## src/rtl/aud_mode_ctrl.sv

```systemverilog
// Mode sequencer for the audio record/playback path: INIT/IDLE/RECORD/PLAY control,
// recorder/DSP command pulses, SRAM direction, recorded length and playback speed/mode.
module aud_mode_ctrl #(
    parameter int unsigned ADDR_W    = 20,
    parameter int unsigned SPEED_W   = 4,
    parameter int unsigned MAX_SPEED = 8
) (
    input  logic              i_clk,
    input  logic              i_rst,
    input  logic              i_init_finished,
    input  logic              i_key_rec,
    input  logic              i_key_play,
    input  logic              i_key_stop,
    input  logic              i_key_spd_up,
    input  logic              i_key_spd_dn,
    input  logic              i_key_mode,
    input  logic [ADDR_W-1:0] i_rec_addr,
    input  logic [ADDR_W-1:0] i_play_addr,
    output logic              o_init_start,
    output logic              o_rec_start,
    output logic              o_rec_pause,
    output logic              o_rec_stop,
    output logic              o_play_start,
    output logic              o_play_pause,
    output logic              o_play_stop,
    output logic              o_play_en,
    output logic              o_sram_sel,
    output logic [ADDR_W-1:0] o_rec_end_addr,
    output logic              o_rec_valid,
    output logic [SPEED_W-1:0] o_speed,
    output logic              o_fast,
    output logic              o_slow_0,
    output logic              o_slow_1,
    output logic [2:0]        o_state
);

    typedef enum logic [2:0] {
        S_IDLE       = 3'd0,
        S_I2C_INIT   = 3'd1,
        S_RECD       = 3'd2,
        S_RECD_PAUSE = 3'd3,
        S_PLAY       = 3'd4,
        S_PLAY_PAUSE = 3'd5
    } state_t;

    state_t              state, state_n;
    logic                init_issued, init_issued_n;
    logic                init_start_n;
    logic                rec_start_n, rec_pause_n, rec_stop_n;
    logic                play_start_n, play_pause_n, play_stop_n;
    logic                play_en_n, sram_sel_n;
    logic [ADDR_W-1:0]   rec_end_addr_n;
    logic                rec_valid_n;
    logic [SPEED_W-1:0]  speed_n;
    logic                fast_n, slow_0_n, slow_1_n;
    logic                rec_full, play_done;

    assign rec_full  = &i_rec_addr;
    assign play_done = (i_play_addr >= o_rec_end_addr);
    assign o_state   = state;

    // Next-state, command pulses and settings; stop outranks rec, rec outranks play
    always_comb begin
        state_n        = state;
        init_issued_n  = init_issued;
        init_start_n   = 1'b0;
        rec_start_n    = 1'b0;
        rec_pause_n    = 1'b0;
        rec_stop_n     = 1'b0;
        play_start_n   = 1'b0;
        play_pause_n   = 1'b0;
        play_stop_n    = 1'b0;
        rec_end_addr_n = o_rec_end_addr;
        rec_valid_n    = o_rec_valid;
        speed_n        = o_speed;
        fast_n         = o_fast;
        slow_0_n       = o_slow_0;
        slow_1_n       = o_slow_1;

        case (state)
            S_I2C_INIT: begin
                if (!init_issued) begin
                    init_start_n  = 1'b1;
                    init_issued_n = 1'b1;
                end
                if (i_init_finished) state_n = S_IDLE;
            end
            S_IDLE: begin
                if (i_key_stop) begin
                    state_n = S_IDLE;
                end else if (i_key_rec) begin
                    state_n     = S_RECD;
                    rec_start_n = 1'b1;
                end else if (i_key_play && o_rec_valid) begin
                    state_n      = S_PLAY;
                    play_start_n = 1'b1;
                end
            end
            S_RECD: begin
                // A full SRAM ends the take exactly like a stop key
                if (i_key_stop || rec_full) begin
                    state_n        = S_IDLE;
                    rec_stop_n     = 1'b1;
                    rec_end_addr_n = i_rec_addr;
                    rec_valid_n    = (i_rec_addr != '0);
                end else if (i_key_rec) begin
                    state_n     = S_RECD_PAUSE;
                    rec_pause_n = 1'b1;
                end
            end
            S_RECD_PAUSE: begin
                if (i_key_stop) begin
                    state_n        = S_IDLE;
                    rec_stop_n     = 1'b1;
                    rec_end_addr_n = i_rec_addr;
                    rec_valid_n    = (i_rec_addr != '0);
                end else if (i_key_rec) begin
                    state_n     = S_RECD;
                    rec_start_n = 1'b1;
                end
            end
            S_PLAY: begin
                if (i_key_stop || play_done) begin
                    state_n     = S_IDLE;
                    play_stop_n = 1'b1;
                end else if (i_key_play) begin
                    state_n      = S_PLAY_PAUSE;
                    play_pause_n = 1'b1;
                end
            end
            S_PLAY_PAUSE: begin
                if (i_key_stop) begin
                    state_n     = S_IDLE;
                    play_stop_n = 1'b1;
                end else if (i_key_play) begin
                    state_n      = S_PLAY;
                    play_start_n = 1'b1;
                end
            end
            default: state_n = S_I2C_INIT;
        endcase

        if (state != S_I2C_INIT) begin
            if (i_key_spd_up && !i_key_spd_dn && (o_speed < SPEED_W'(MAX_SPEED)))
                speed_n = o_speed + SPEED_W'(1);
            else if (i_key_spd_dn && !i_key_spd_up && (o_speed > SPEED_W'(1)))
                speed_n = o_speed - SPEED_W'(1);
            if (i_key_mode) begin
                fast_n   = o_slow_1;
                slow_0_n = o_fast;
                slow_1_n = o_slow_0;
            end
        end

        play_en_n  = (state_n == S_PLAY);
        sram_sel_n = (state_n == S_RECD);
    end

    // State and registered outputs
    always_ff @(posedge i_clk or posedge i_rst) begin
        if (i_rst) begin
            state          <= S_I2C_INIT;
            init_issued    <= 1'b0;
            o_init_start   <= 1'b0;
            o_rec_start    <= 1'b0;
            o_rec_pause    <= 1'b0;
            o_rec_stop     <= 1'b0;
            o_play_start   <= 1'b0;
            o_play_pause   <= 1'b0;
            o_play_stop    <= 1'b0;
            o_play_en      <= 1'b0;
            o_sram_sel     <= 1'b0;
            o_rec_end_addr <= '0;
            o_rec_valid    <= 1'b0;
            o_speed        <= SPEED_W'(1);
            o_fast         <= 1'b1;
            o_slow_0       <= 1'b0;
            o_slow_1       <= 1'b0;
        end else begin
            state          <= state_n;
            init_issued    <= init_issued_n;
            o_init_start   <= init_start_n;
            o_rec_start    <= rec_start_n;
            o_rec_pause    <= rec_pause_n;
            o_rec_stop     <= rec_stop_n;
            o_play_start   <= play_start_n;
            o_play_pause   <= play_pause_n;
            o_play_stop    <= play_stop_n;
            o_play_en      <= play_en_n;
            o_sram_sel     <= sram_sel_n;
            o_rec_end_addr <= rec_end_addr_n;
            o_rec_valid    <= rec_valid_n;
            o_speed        <= speed_n;
            o_fast         <= fast_n;
            o_slow_0       <= slow_0_n;
            o_slow_1       <= slow_1_n;
        end
    end

endmodule

```

## config.mk

```make
export PLATFORM = sky130hd
export DESIGN_NAME = aud_mode_ctrl
export DESIGN_NICKNAME = d
export VERILOG_FILES = /design/src/rtl/aud_mode_ctrl.sv
export SDC_FILE = /design/constraint.sdc
export NUM_CORES = 1
export LEC_CHECK = 0
export CORE_ASPECT_RATIO = 0.5
export CORE_MARGIN = 3
export CORE_UTILIZATION = 44
export CTS_CLUSTER_DIAMETER = 150
export CTS_CLUSTER_SIZE = 28
export DETAILED_ROUTE_END_ITERATION = 12
export PLACE_DENSITY = 0.8
export SLEW_MARGIN = 20
export SYNTH_ARGS = -nofsm -noshare
export SYNTH_HDL_FRONTEND = slang
export SYNTH_SLANG_ARGS = --single-unit
```

## constraint.sdc

```tcl
create_clock -name i_clk -period 2.7 [get_ports i_clk]
set_clock_uncertainty 0.05 [all_clocks]
set_input_delay 0.675 -clock i_clk [delete_from_list [all_inputs] [get_ports i_clk]]
set_output_delay 0.675 -clock i_clk [all_outputs]
set_load 0.03 [all_outputs]
```

==> impl_metrics.yaml <==
outcome:
  status: "complete, no violations"
cts:
  cts_root_buf: "clkbuf_8"
  h-tree-depth: 2
  cts_buffers: 5
  cts_hold_buf: 0
  ctsLongestPathBuffers: 2
  cts_num_sinks: 41
  cts_setup_buffers: 0
  cts_tree: "built"
  cts.clk_slew.worst_paths_ns: 0.08
  clock_latency_ns: 0.29
  cts_resized: 0
place:
  dp_slack_ns: -0.169
  io_buffers: 88
  placed_area_um2: 3310
  dp_hpwl_mm: 4.79
  dp_cells: 394
  finalWeightedCongestion: 0.906
power_and_ir_drop:
  internal-power_mw: 1.86
  cellPowerDensity_nw_per_um2: 932
  ir_drop_v: 0.000579
  seqPwrFrac: 0.310
  clockPowerShare: 0.161
  switching_share: 0.416
  power.switching_mw: 1.33
  p_total_mw: 3.19
  combPwrFrac: 0.530
  leakage_nw: 1.50
final_layout:
  final_util: 0.729
  n_antenna_cell: 0
  drive_gt1_frac: 0.0893
  design_area_um2: 3420
  instances_no_fill: 402
  nNetsFinal: 407
  area_growth_pct: 49.0
global_route:
  grt.overflow.total: 0
  grt_pass1_wl_mm: 9.96
  grt_max_degree: 36
  grt.total_usage: 0.202
  antenna_found_initial: 0
  grt_pass1_vias: 2151
floorplanning:
  die_y_um: 57.1
  die_area_um2: 6180
  rows: 17
  core_area_um2: 4700
  io_pins: 89
  die_x_um: 108
  start_util: 0.489
timing:
  hold_violations: 0
  min_period_over_period: 0.953
  setup_viol: 0
  worstMarginPinSlew_ns: 0.357
  max_freq_mhz: 389
  fin_setup_tns_ns: 0
  timing.hold.ws_ns: 0.399
  relSlewSlack: 0.761
  rsz0062_at_grt: "false"
  worst_slack_ns: 0.127
  period_minus_slack_ns: 2.57
  slew_violations: 0
critical_path:
  critical_path_class: "primary input to flip-flop"
  crit_start: "i_play_addr[0]"
  cp-end-kind: "flip-flop"
  worstRegToRegCells: 7
  critPathMaxFanout: 3
  crit_arrival_ns: 2.76
  r2r_start: "o_rec_end_addr[0]$_DFFE_PP0P_"
  critPathRequiredTime_ns: 2.89
  crit_path_end: "o_play_pause$_DFF_PP0_"
  timing.rr.end: "o_play_pause$_DFF_PP0_"
  reg2reg_slack_ns: 0.63
  start_kind: "primary input"
logic_synthesis:
  syn_inst: 236
  synth_nets: 308
  ys_ff_latch: 41
  synth_warnings: 0
  syn_avg_cell_area_um2: 9.74
  syn-cell-area_um2: 2300
  yosysSeqAreaShare: 0.448
  ys_types: 44
route:
  drt.antenna.violating_nets: 0
  vias: 2049
  vias_per_cell: 5.10
  wl_met1_mm: 2.71
  wl_mm: 5.93
  top_layer_used: "met4"
  dr_wl_met2_mm: 2.89
  wire_per_inst_um: 14.8
  initialDrtViolationCount: 71
  first_pass_iters: 4
  drc: 0
  wl_met3_um: 248
min_path:
  hp-class: "flip-flop to flip-flop"
flow_run:
  cap_violations: 0
-- synthesized netlist by cell type (all sizes together) --
master	count	area, um^2
and4b	1	10.0
a21bo	1	10.0
or2	1	6.26
nand2b	5	33.8
buf	6	43.8
nor2	12	45.0
nor4b	2	23.8
nor2b	2	12.5
mux2i	2	20.0
nor4	6	37.5
nand3	1	5.00
a2111oi	1	27.5
dfrtp	38	951
a32oi	1	8.76
o311a	1	10.0
a31o	1	8.76
a21o	3	22.5
mux2	4	45.0
nand4	11	68.8
a22oi	2	15.0
a2111o	1	11.3
or3	1	6.26
a21oi	7	35.0
dfstp	3	78.8
nor3	7	40.0
a221oi	1	15.0
xor2	2	17.5
nand2	28	105
and2	2	12.5
o21bai	2	15.0
a41oi	1	8.76
o21ai	28	144
xnor2	1	8.76
inv	27	101
ha	23	288
and3	1	6.26
-- worst max-delay path, cell delays in order --
cell	delay [ns]
clkdlybuf4s50_1	0.47
inv_1	0.04
ha_1	0.28
nand2b_1	0.14
a2111o_1	0.41
a32oi_1	0.26
nand4_1	0.18
nor2_1	0.17
and2_1	0.14
-- worst min-delay path by stage --
stage / from / end / slack, ns / cells after the start
after floorplan: init_issued$_DFFE_PP0P_ / o_init_start$_DFF_PP0_ / 0.34 / 1
after global placement: init_issued$_DFFE_PP0P_ / o_init_start$_DFF_PP0_ / 0.35 / 1
after detailed placement: init_issued$_DFFE_PP0P_ / o_init_start$_DFF_PP0_ / 0.39 / 1
after CTS: init_issued$_DFFE_PP0P_ / o_init_start$_DFF_PP0_ / 0.40 / 1
after global routing: init_issued$_DFFE_PP0P_ / o_init_start$_DFF_PP0_ / 0.41 / 1
final: init_issued$_DFFE_PP0P_ / o_init_start$_DFF_PP0_ / 0.40 / 1
-- cells by family (layout without fill, tap and decap cells) --
group	after synthesis	count (layout)	synth area share
AOI/OAI and AO/OA	50	50	0.144
xor gates and xnor gates	3	3	0.0114
adders and majority gates	23	23	0.125
buffers and inverters	33	133	0.0631
DFF	41	41	0.448
muxes	6	6	0.0283
and+or+nand+nor	80	80	0.180
-- sequential cells by signal, indices dropped and copies added, names as in the netlist --
| signal | flops |
|---|---|
| o_rec_end_addr | 20 |
| o_speed | 4 |
| o_state | 3 |
| init_issued | 1 |
| o_fast | 1 |
| o_init_start | 1 |
| o_play_en | 1 |
| o_play_pause | 1 |
| o_play_start | 1 |
| o_play_stop | 1 |
| o_rec_pause | 1 |
| o_rec_start | 1 |
| o_rec_stop | 1 |
| o_rec_valid | 1 |
| o_slow_0 | 1 |
| o_slow_1 | 1 |
| o_sram_sel | 1 |
-- final cells by class --
| type | count | area [um^2] |
|---|---|---|
| clock inverter | 1 | 30.0 |
| tap | 66 | 82.6 |
| sequential | 41 | 1030 |
| timing repair buffer | 98 | 968 |
| fill | 351 | 1280 |
| multi-input combinational | 162 | 1130 |
| clock buffer | 7 | 86.3 |
| inverter | 27 | 101 |
-- layer usage --
layer	vias to the layer above	GRT usage
met2	51	0.352
met1	960	0.259
met4	0	0.0558
met3	7	0.0395
met5	-	0
li1	1031	-
-- placed cells by master (no fill, tap or decap), types with 2 or more instances in the layout --
| cell | netlist | final |
|---|---|---|
| clkdlybuf4s50_1 | 0 | 88 |
| dfrtp_1 | 38 | 38 |
| nand2_1 | 28 | 28 |
| inv_1 | 27 | 26 |
| ha_1 | 23 | 23 |
| o21ai_1 | 21 | 21 |
| nor2_1 | 12 | 12 |
| nand4_1 | 11 | 11 |
| buf_4 | 3 | 9 |
| a21oi_1 | 7 | 7 |
| nor3_1 | 6 | 6 |
| nor4_1 | 6 | 6 |
| o21ai_0 | 6 | 6 |
| clkbuf_8 | 0 | 6 |
| nand2b_1 | 4 | 4 |
| mux2_2 | 3 | 3 |
| a21o_1 | 3 | 3 |
| dfstp_2 | 3 | 3 |
| mux2i_1 | 2 | 2 |
| a22oi_1 | 2 | 2 |
| o21bai_1 | 2 | 2 |
| and2_1 | 2 | 2 |
| xor2_1 | 2 | 2 |
-- power groups by stage --
stage	clock (mW)	combinational, mW	sequential, mW
floorplan	0	0.618	1.37
global placement	0	1.64	0.993
detailed placement	0	1.69	0.993
CTS	0.519	1.70	0.987
global route	0.549	1.84	1.02
finish	0.512	1.69	0.988
No activity file was read; power rests on OpenSTA's default activity.
